<file path="src/rtl/mul_wide_sequencer_pkg.sv">
// Shared types and width helpers for the time-shared wide multiplier sequencer.
package mul_wide_sequencer_pkg;

    typedef enum logic [1:0] {
        IDLE = 2'd0,
        MUL  = 2'd1,
        DONE = 2'd2
    } state_e;

    function automatic int op_width(input int n_bytes);
        return 8 * n_bytes;
    endfunction

    function automatic int pr_width(input int n_bytes);
        return 16 * n_bytes;
    endfunction

    function automatic int step_count(input int n_bytes);
        return n_bytes * n_bytes;
    endfunction

    // Keep the step counter at least one bit wide even when a single step suffices.
    function automatic int cnt_width(input int n_bytes);
        return (n_bytes * n_bytes > 1) ? $clog2(n_bytes * n_bytes) : 1;
    endfunction

endpackage

</file>
<file path="src/rtl/Multiplier8x8.sv">
// Unsigned 8x8 -> 16 combinational multiplier shared by the wide sequencer.
module Multiplier8x8 (
    input  logic [7:0]  A,
    input  logic [7:0]  B,
    output logic [15:0] P
);

    assign P = 16'(A) * 16'(B);

endmodule

</file>
<file path="src/rtl/mul_wide_sequencer.sv">
// Computes a (16*N_BYTES)-bit unsigned product one byte pair per cycle through
// a single 8x8 multiplier, behind valid/ready handshakes on both sides.
module mul_wide_sequencer
    import mul_wide_sequencer_pkg::*;
#(
    parameter int N_BYTES = 2
) (
    input  logic                   clk,
    input  logic                   rst_n,
    input  logic                   in_valid,
    output logic                   in_ready,
    input  logic [8*N_BYTES-1:0]   a,
    input  logic [8*N_BYTES-1:0]   b,
    output logic                   out_valid,
    input  logic                   out_ready,
    output logic [16*N_BYTES-1:0]  p,
    output logic                   busy
);

    localparam int OP_W  = op_width(N_BYTES);
    localparam int PR_W  = pr_width(N_BYTES);
    localparam int STEPS = step_count(N_BYTES);
    localparam int CNT_W = cnt_width(N_BYTES);

    state_e            state;
    state_e            state_next;
    logic [CNT_W-1:0]  step;
    logic [OP_W-1:0]   a_reg;
    logic [OP_W-1:0]   b_reg;
    logic [PR_W-1:0]   acc;
    logic [PR_W-1:0]   p_reg;

    logic [7:0]        mul_a;
    logic [7:0]        mul_b;
    logic [15:0]       mul_p;
    logic [PR_W-1:0]   term;
    logic [PR_W-1:0]   acc_next;
    logic              last_step;
    int                idx_a;
    int                idx_b;

    assign last_step = (step == CNT_W'(STEPS - 1));

    // Step s walks a-byte i = s / N_BYTES and b-byte j = s % N_BYTES.
    always_comb begin
        idx_a    = int'(step) / N_BYTES;
        idx_b    = int'(step) % N_BYTES;
        mul_a    = a_reg[8*idx_a +: 8];
        mul_b    = b_reg[8*idx_b +: 8];
        term     = PR_W'(mul_p) << (8 * (idx_a + idx_b));
        acc_next = acc + term;
    end

    Multiplier8x8 u_mul (
        .A (mul_a),
        .B (mul_b),
        .P (mul_p)
    );

    // NOTE: state is updated with non-blocking assignments so every register
    // in the block samples pre-edge values, independent of statement order.
    always_ff @(posedge clk or negedge rst_n) begin
        if (!rst_n) begin
            state <= IDLE;
        end else begin
            state <= state_next;
        end
    end

    // NOTE: state_next is defaulted before the case so no path leaves it
    // unassigned, which would otherwise infer a latch.
    always_comb begin
        state_next = state;
        unique case (state)
            IDLE:    if (in_valid)  state_next = MUL;
            MUL:     if (last_step) state_next = DONE;
            DONE:    if (out_ready) state_next = IDLE;
            default: state_next = IDLE;
        endcase
    end

    // NOTE: operand, accumulator and result registers are all reset so an
    // aborted operation leaves nothing behind and p reads 0 out of reset.
    // p_reg is separate from acc so p keeps the last product while acc restarts.
    always_ff @(posedge clk or negedge rst_n) begin
        if (!rst_n) begin
            step  <= '0;
            a_reg <= '0;
            b_reg <= '0;
            acc   <= '0;
            p_reg <= '0;
        end else begin
            unique case (state)
                IDLE: begin
                    if (in_valid) begin
                        a_reg <= a;
                        b_reg <= b;
                        acc   <= '0;
                        step  <= '0;
                    end
                end
                MUL: begin
                    acc  <= acc_next;
                    step <= step + 1'b1;
                    if (last_step) begin
                        p_reg <= acc_next;
                    end
                end
                default: ;
            endcase
        end
    end

    assign in_ready  = (state == IDLE);
    assign out_valid = (state == DONE);
    assign busy      = (state == MUL) || (state == DONE);
    assign p         = p_reg;

endmodule

</file>
<file path="config.mk">
export PLATFORM = sky130hd
export DESIGN_NAME = mul_wide_sequencer
export DESIGN_NICKNAME = d
export VERILOG_FILES = /design/src/rtl/mul_wide_sequencer_pkg.sv /design/src/rtl/Multiplier8x8.sv /design/src/rtl/mul_wide_sequencer.sv
export SDC_FILE = /design/constraint.sdc
export NUM_CORES = 1
export LEC_CHECK = 0
export CAP_MARGIN = 20
export CORE_MARGIN = 1
export CORE_UTILIZATION = 50
export CTS_CLUSTER_SIZE = 10
export DETAILED_ROUTE_END_ITERATION = 7
export PLACE_DENSITY = 0.74
export SYNTH_ARGS = -nofsm -noshare
export SYNTH_HDL_FRONTEND = slang
export SYNTH_SLANG_ARGS = --single-unit
</file>
<file path="constraint.sdc">
create_clock -name clk -period 6.7 [get_ports clk]
set_input_delay 1.34 -clock clk [delete_from_list [all_inputs] [get_ports clk]]
set_output_delay 1.34 -clock clk [all_outputs]
set_load 0.01 [all_outputs]
</file>
# Word level (Yosys, flattened, before mapping)
# Index checks and enable logic that the tools add are counted.
# word_totals
regBits	100
output_inout_bits	35
inputBits	36
# op_classes
eq_ne	6
reduce_logical	7
addsub	3
n_mux	8
n_mul	1
n_shift	3
# op_table
op	n
case mux 32 bit (2 select lines)	1
adder 32 bit	1
two-way mux 32 bit	1
variable part select 16 x 5 -> 8 bit	2
<< shifter 16 x 5 -> 32 bit	1
multiplier 8 x 8 -> 16 bit	1
two-way mux 2 bit	4
case mux 2 bit (3 select lines)	1
AND reduction 2 bit	3
equality test 2 bit (second input constant)	2
!= test 2 bit (second input constant)	2
case mux 2 bit (2 select lines)	1
AND reduction 3 bit	1
adder 1 x 1 -> 2 bit	1
adder 2 x 1 -> 2 bit (second input constant)	1
equality test 2 x 1 -> 1 bit (second input constant)	1
zero test 2 bit	1
!= test 2 x 1 -> 1 bit (second input constant)	1
nonzero test 2 bit	1
logical OR 1 bit	1

# Depth between registers and ports, before layout
# Gate-level depths: netlist of the first run.
# depth
depth_word	5
ltp_mapped	31

# Hierarchy
# A second synthesis of the first run with hierarchy kept.
# unflattened
cells_unflattened	799
area_unflattened_um2	8074.0
# modules_own_cells
mod	instances	cells_each	area_each_um2	seq_area_each_um2
mul_wide_sequencer	1	556	5952.0	2502.4
Multiplier8x8	1	243	2122.0	0.0

# Worst setup path after synthesis of the first run
# No wires, ideal clock.
# synth_path
kind	flip-flop to flip-flop
start	register step[1]
end	register p_reg[29] (netlist: p[29])
period_less_slack_ns	7.159
arrival_ns	7.035
path_stages_with_launch	29
setup_slack_ns	-0.459
required_ns	6.575
cell_sequence	dfrtp_1 -> clkbuf_1 -> mux2i_1 -> nor2_1 -> fa_1 -> fa_1 -> fa_1 -> inv_1 -> fa_1 -> inv_1 -> ha_1 -> a21o_1 -> a21oi_1 -> a31oi_1 -> o41ai_2 -> xnor2_1 -> mux2_2 -> nor2_1 -> ha_1 -> a21o_1 -> a221oi_2 -> nand2_1 -> a21oi_1 -> a2bb2oi_1 -> o21ai_1 -> nor3_1 -> o31ai_1 -> xnor2_1 -> mux2_2
# synth_via
elab_chain_len	4
elab_cells_between_ends	7
cone_classes	add/sub: 2; mul: 1; eq/ne: 1; shift: 2; reduce/logical: 1
# synth_rtl
element	line	text
start, declared	mul_wide_sequencer.sv:27	logic [CNT_W-1:0] step;
start signal, assigned	mul_wide_sequencer.sv:104	step <= step + 1'b1;
variable part select 16 x 5 -> 8 bit	mul_wide_sequencer.sv:48	mul_a = a_reg[8*idx_a +: 8];
multiplier 8 x 8 -> 16 bit	Multiplier8x8.sv:8	assign P = 16'(A) * 16'(B);
<< shifter 16 x 5 -> 32 bit	mul_wide_sequencer.sv:50	term = PR_W'(mul_p) << (8 * (idx_a + idx_b));
adder 32 bit	mul_wide_sequencer.sv:51	acc_next = acc + term;
end signal, assigned	mul_wide_sequencer.sv:106	p_reg <= acc_next;
end, declared	mul_wide_sequencer.sv:31	logic [PR_W-1:0] p_reg;
# Parallel ways exist; a longest one is shown, timed or not.
# A chain may end at the register's enable or synchronous reset.

# Worst setup path in the final report of the first run
# layout_path
start	register step[1]
end	register p_reg[31] (netlist: p[31])
# Same word-level chain as after synthesis.

==> results.py, run 1 <==
metrics = {
    "synthesis": {
        "seq_area_frac_synth_pct": 32.13,
        "synth_top_flop_cell": "dfrtp_1",
        "synth-edff-count": 0,
        "yosys_warnings": 0,
        "syn_inst": 791,
        "syn_area_per_cell_um2": 9.845,
        "syn-cell-area_um2": 7787,
        "synth_commonest_cells": "dfrtp_1, nor2_1, ha_1, inv_1, mux2_2",
        "synth_seq_cells": 100,
        "synth_top_area_share_pct": 32.13,
        "post-synth-top-area-cell": "dfrtp_1",
        "async_reset_ff_share_pct": 100.0,
        "synth_area_leaders": "dfrtp_1, ha_1, fa_1, mux2_2, nor2_1",
        "ys_types": 62,
        "synth_fp_nets": 935,
        "synth_most_common_cell": "dfrtp_1",
    },
    "final_layout": {
        "finalNonFillerCells": 1140,
        "area_growth_pct": 34.16,
        "nNetsFinal": 1091,
        "layout-drive-gt1-share_pct": 31.62,
        "insertedDiodeCount": 0,
    },
    "setup_path": {
        "crit_path_start_kind": "register",
        "r2r_start": "step[1]",
        "critPathArrivalTime_ns": 7.09,
        "cp-endpoint": "p[31]",
        "critical_path_class": "reg -> reg",
        "crit_slowest_cell": "fa_1",
        "rr_worst_depth": 29,
        "r2r_slack_ns": -0.18,
        "crit_start": "step[1]",
        "cp_common_cell": "fa_1",
        "slowest_delay_ns": 0.52,
        "cp_max_fo": 6,
        "worstPathRequired_ns": 6.91,
        "timing.rr.end": "p[31]",
        "cp-end-kind": "register",
    },
    "routing": {
        "routed_wl_um": 19940,
        "viasPerCell": 5.632,
        "initialDrtViolationCount": 282,
        "dr_wl_met2_um": 9919,
        "routed.top_layer": "met4",
        "antenna_left": 0,
        "route.detailed.drc": 0,
        "wire_per_inst_um": 17.49,
        "wl_met3_um": 838,
        "m1WireLength_um": 8831,
        "dr.pass1.iters": 5,
        "num_vias": 6420,
    },
    "timing": {
        "finalHoldViolations": 0,
        "setup_tns_ns": -0.8338,
        "fin_ws_ns": -0.1800,
        "setup_viol": 10,
        "post-route-period-util_pct": 102.7,
        "skew_ns": 0.01174,
        "grt_setup_unrepaired": "yes",
        "min_period_ns": 6.880,
        "whs_ns": 0.4845,
        "worst_pin_slew_ns": 0.8342,
        "maxSlewHeadroom_pct": 44.25,
        "slew_violations": 0,
        "fmax_ghz": 0.1453,
    },
    "floorplan": {
        "core-area_um2": 15200,
        "die_w_um": 126.8,
        "initial_core_util_pct": 51.23,
        "rows": 45,
        "die_h_um": 126.8,
        "dieArea_um2": 16080,
        "io_pins": 71,
    },
    "clock_network": {
        "clk_pin_slew_ns": 0.07,
        "cts.sinks": 100,
        "cts_root_buffer": "clkbuf_16",
        "cts_tree": "done",
        "worstSkewPairLatency_ns": 0.36,
        "ctsHtreeMaxLevel": 3,
        "cts_buffers": 9,
        "cts_hold_buf": 0,
        "cts_buffer_depth": 2,
    },
    "min_path": {
        "min_path_type": "reg -> reg",
    },
    "placement": {
        "gp_congestion": 0.8679,
        "place_inst": 1089,
        "portBuffers": 70,
        "hpwl_um": 14320,
    },
    "grt": {
        "grt_pass1_vias": 6392,
        "grt.total_usage_pct": 25.32,
        "grt_pass1_wl_um": 31740,
        "grt_max_degree": 59,
        "antenna_found_initial": 0,
        "grt-ovfl-total": 0,
    },
    "job": {
        "drv_cap": 0,
    },
    "status": {
        "status": "complete, but fails checks",
        "violations": "setup timing",
    },
}
==> placed cells by master (no fill, tap or decap), types with 6 or more instances in the layout <==
| cell | count |
|---|---|
| and2_1 | 7 |
| buf_6 | 15 |
| fa_1 | 35 |
| ha_1 | 64 |
| nand2b_1 | 6 |
| o21ai_0 | 22 |
| xor2_1 | 11 |
| inv_2 | 8 |
| nand4_1 | 8 |
| a21oi_1 | 30 |
| or2_2 | 9 |
| o21ai_1 | 12 |
| a21oi_2 | 16 |
| nor2_1 | 75 |
| or2_4 | 6 |
| nor2_2 | 14 |
| nand3_1 | 7 |
| a22o_1 | 28 |
| buf_4 | 87 |
| nor3_1 | 6 |
| ha_4 | 6 |
| nand2_1 | 48 |
| inv_1 | 49 |
| mux2i_4 | 15 |
| clkbuf_16 | 9 |
| a21o_1 | 16 |
| dfrtp_1 | 100 |
| mux2_2 | 53 |
| xnor2_1 | 20 |
| clkdlybuf4s50_1 | 69 |
==> cells by family after synthesis <==
family	after synthesis	share of synthesized area, %
muxes	77	10.86
xor gates and xnor gates	37	4.258
AOI/OAI and AO/OA	169	15.01
buffers and inverters	87	4.209
DFF	100	32.13
adders and majority gates	108	20.92
and+or+nand+nor	213	12.61
==> how the worst min path moves through the flow <==
| stage | end | slack (ns) | from | depth (start not counted) |
|---|---|---|---|---|
| after CTS | p[2] | 0.50 | p[2] | 2 |
| after floorplan | acc[2] | 0.46 | acc[2] | 2 |
| after global routing | p[3] | 0.52 | p[3] | 1 |
| final | p[2] | 0.48 | p[2] | 2 |
| after detailed placement | p[2] | 0.48 | p[2] | 2 |
| after global placement | p[2] | 0.46 | p[2] | 2 |
==> worst max-delay path: cells and delay by family (launching register included) <==
kind	cells	cell delay (ns)
adders and majority gates	6	2.41
DFF	1	0.41
AOI/OAI and AO/OA	11	2.07
buffers and inverters	4	0.44
xor gates and xnor gates	3	0.49
muxes	2	0.65
and+or+nand+nor	3	0.24
==> layout make-up <==
type	instances	area [um^2]
Fill cell	1138	4755
Sequential cell	100	2502
Timing Repair Buffer	174	1580
Multi-Input combinational cell	604	5603
Inverter	58	217.7
Clock buffer	10	239.0
Clock inverter	6	70.07
Tap cell	188	235.2
==> layer usage <==
metal,vias to the layer above,track usage (%)
met5,-,0
met4,0,6.863
met3,35,5.736
met2,149,41.95
met1,3175,33.39
li1,3061,-
==> metrics by stage <==
step                setup WS (ns)  utilization (%)  cell area, um^2
detailed placement        -0.1644            62.01             9427
finish                    -0.1800            68.72            10450
CTS                      -0.06799            64.92             9869
floorplan                0.002229                -             8070
global placement         -0.07119            61.83             9399
global route              -0.4229            68.72            10450
==> timing repair <==
| action | 4_1_cts | 5_1_grt |
|---|---|---|
| pin swaps | 39 | 41 |
| cloned | 0 | 0 |
| gates resized for setup | 17 | 89 |
| endpoints found under the setup margin | 13 | 34 |
| buffers inserted | 10 | 27 |
Power of run 1 is not shown: default switching activity piles up to over one toggle a cycle in this logic, so the estimate is an artifact.
==> inputs of run 2 (changes only) <==
--- a/config.mk
+++ b/config.mk
@@ -8,9 +8,11 @@
 export CAP_MARGIN = 20
 export CORE_MARGIN = 1
 export CORE_UTILIZATION = 50
+export CTS_BUF_LIST = sky130_fd_sc_hd__clkbuf_8
 export CTS_CLUSTER_SIZE = 10
 export DETAILED_ROUTE_END_ITERATION = 7
-export PLACE_DENSITY = 0.74
+export DONT_BUFFER_PORTS = 1
+export PLACE_DENSITY = 0.68
 export SYNTH_ARGS = -nofsm -noshare
 export SYNTH_HDL_FRONTEND = slang
 export SYNTH_SLANG_ARGS = --single-unit
==> constraint.sdc (replaced) <==
create_clock -name clk -period 5.8 [get_ports clk]
set_input_delay 1.16 -clock clk [delete_from_list [all_inputs] [get_ports clk]]
set_output_delay 1.16 -clock clk [all_outputs]
set_load 0.01 [all_outputs]
==> run 2 against run 1 <==
Against the previous run: the run still ends with setup timing left; sequential share of layout area increased by 0.22 points; cell count decreased by 0.53%; sequential cell count unchanged; non-clock buffer count decreased by 6; critical path depth increased by 2; global-route usage increased by 1.1 points; count of clock-buffer cells in the layout unchanged; via count increased by 1.9%; setup slack got worse by 0.91 ns; critical path type unchanged.
==> results.py, run 2 (synthesis results as in run 1) <==
metrics = {
    "status": {
        "status": "complete, but fails checks",
        "violations": "setup timing",
    },
    "setup_path": {
        "crit_slowest_cell": "fa_1",
        "worstPathRequired_ns": 6.08,
        "cp_common_cell": "fa_1",
        "slowest_delay_ns": 0.52,
        "timing.rr.end": "p[29]",
        "r2r_slack_ns": -1.09,
        "crit_path_start_kind": "register",
        "crit_start": "step[0]",
        "rr_worst_depth": 31,
        "cp-end-kind": "register",
        "r2r_start": "step[0]",
        "critical_path_class": "reg -> reg",
        "critPathArrivalTime_ns": 7.17,
        "cp_max_fo": 7,
    },
    "grt": {
        "grt_pass1_wl_um": 33120,
        "grt_max_degree": 101,
        "grt-ovfl-total": 0,
        "antenna_found_initial": 0,
        "grt-busiest-layer": "met2",
        "grt_pass1_vias": 6667,
        "grt.total_usage_pct": 26.42,
        "grt_use_met1_pct": 32.22,
        "grt_util_met3_pct": 3.458,
        "grt_use_met2_pct": 47.54,
    },
    "routing": {
        "dr.pass1.iters": 5,
        "routed_wl_um": 21440,
        "initialDrtViolationCount": 329,
        "viasPerCell": 5.771,
        "num_vias": 6544,
        "route.detailed.drc": 0,
        "wire_per_inst_um": 18.91,
        "antenna_left": 0,
    },
    "floorplan": {
        "io_pins": 71,
        "rows": 45,
        "initial_core_util_pct": 51.23,
        "die_w_um": 126.8,
        "die_h_um": 126.8,
        "dieArea_um2": 16080,
        "core-area_um2": 15200,
    },
    "clock_network": {
        "cts_root_buffer": "clkbuf_8",
        "cts.sinks": 100,
        "worstSkewPairLatency_ns": 0.40,
        "ctsHtreeMaxLevel": 3,
        "cts_tree": "done",
        "cts_buffers": 9,
        "clk_pin_slew_ns": 0.11,
        "cts_hold_buf": 0,
        "cts_buffer_depth": 2,
    },
    "final_layout": {
        "layout-drive-gt1-share_pct": 40.49,
        "insertedDiodeCount": 0,
        "final_common_cell": "buf_4",
        "nNetsFinal": 1085,
        "nFillCells": 1150,
        "most-common-layout-cells": "buf_4, dfrtp_1, nor2_1",
        "finalNonFillerCells": 1134,
        "area_growth_pct": 32.94,
    },
    "placement": {
        "place_inst": 1084,
        "gp_congestion": 0.8957,
        "hpwl_um": 15370,
        "dp_slack_ns": -1.090,
        "portBuffers": 0,
    },
    "job": {
        "drv_cap": 0,
    },
    "timing": {
        "skew_ns": 0.01985,
        "maxSlewHeadroom_pct": 46.83,
        "fmax_ghz": 0.1452,
        "worst_pin_slew_ns": 0.7976,
        "whs_ns": 0.4502,
        "finalHoldViolations": 0,
        "min_period_ns": 6.887,
        "setup_viol": 46,
        "fin_ws_ns": -1.087,
        "slew_violations": 0,
        "grt_setup_unrepaired": "yes",
        "post-route-period-util_pct": 118.7,
    },
    "min_path": {
        "min_path_type": "in -> async",
    },
}
==> run 2: changes by cell type in the layout (fill, tap and decap cells not counted), sizes merged <==
cell           before  now
buf               105  167
clkbuf             10   11
clkdlybuf4s50      69    0
clkinv              1    2
clkinvlp            3    2
==> run 2: area by class of cell <==
type                    instances  area (um^2)  area share, %
inverters                      58        217.7          2.103
well taps                     188        235.2          2.272
clock buffers                  10        137.6          1.329
flip-flops and latches        100         2502          24.17
clock inverters                 6        62.56         0.6043
multi-input cells             604         5769          55.73
repair buffers                168         1428          13.79
==> run 2: worst max path at each step <==
stage / to / slack (ns)
floorplan: p[29] / -0.82
global placement: p[29] / -0.98
detailed placement: p[29] / -1.09
CTS: p[31] / -0.97
global route: p[29] / -1.34
finish: p[29] / -1.09
==> run 2: repair_timing <==
action | CTS | global route
cloned | 0 | 1
endpoints found under the setup margin | 46 | 48
pin swaps | 8 | 28
buffers inserted | 5 | 28
gates resized for setup | 31 | 104
==> run 2: critical path: cells and delay by family, from the launching register on <==
kind | cells | cell delay, ns
adders and majority gates | 6 | 2.46
AOI/OAI and AO/OA | 10 | 1.60
and+or+nand+nor | 5 | 0.80
muxes | 3 | 0.76
DFF | 1 | 0.42
buffers and inverters | 5 | 0.42
xor gates and xnor gates | 2 | 0.30
==> run 2: through the flow <==
step	area (um^2)	TNS (ns)	utilization [%]
finish	10350	-32.79	68.10
global route	10350	-43.77	68.10
CTS	9644	-27.77	63.44
detailed placement	9276	-32.85	61.02
global placement	9221	-28.20	60.66
floorplan	8110	-13.87	-
==> run 2: layer usage <==
metal | wire, um | up-vias
met2 | 11350 | 167
li1 | - | 3043
met3 | 724 | 42
met4 | 570 | 0
met5 | 0 | -
met1 | 8797 | 3292
Power of run 2 is left out for the same reason.
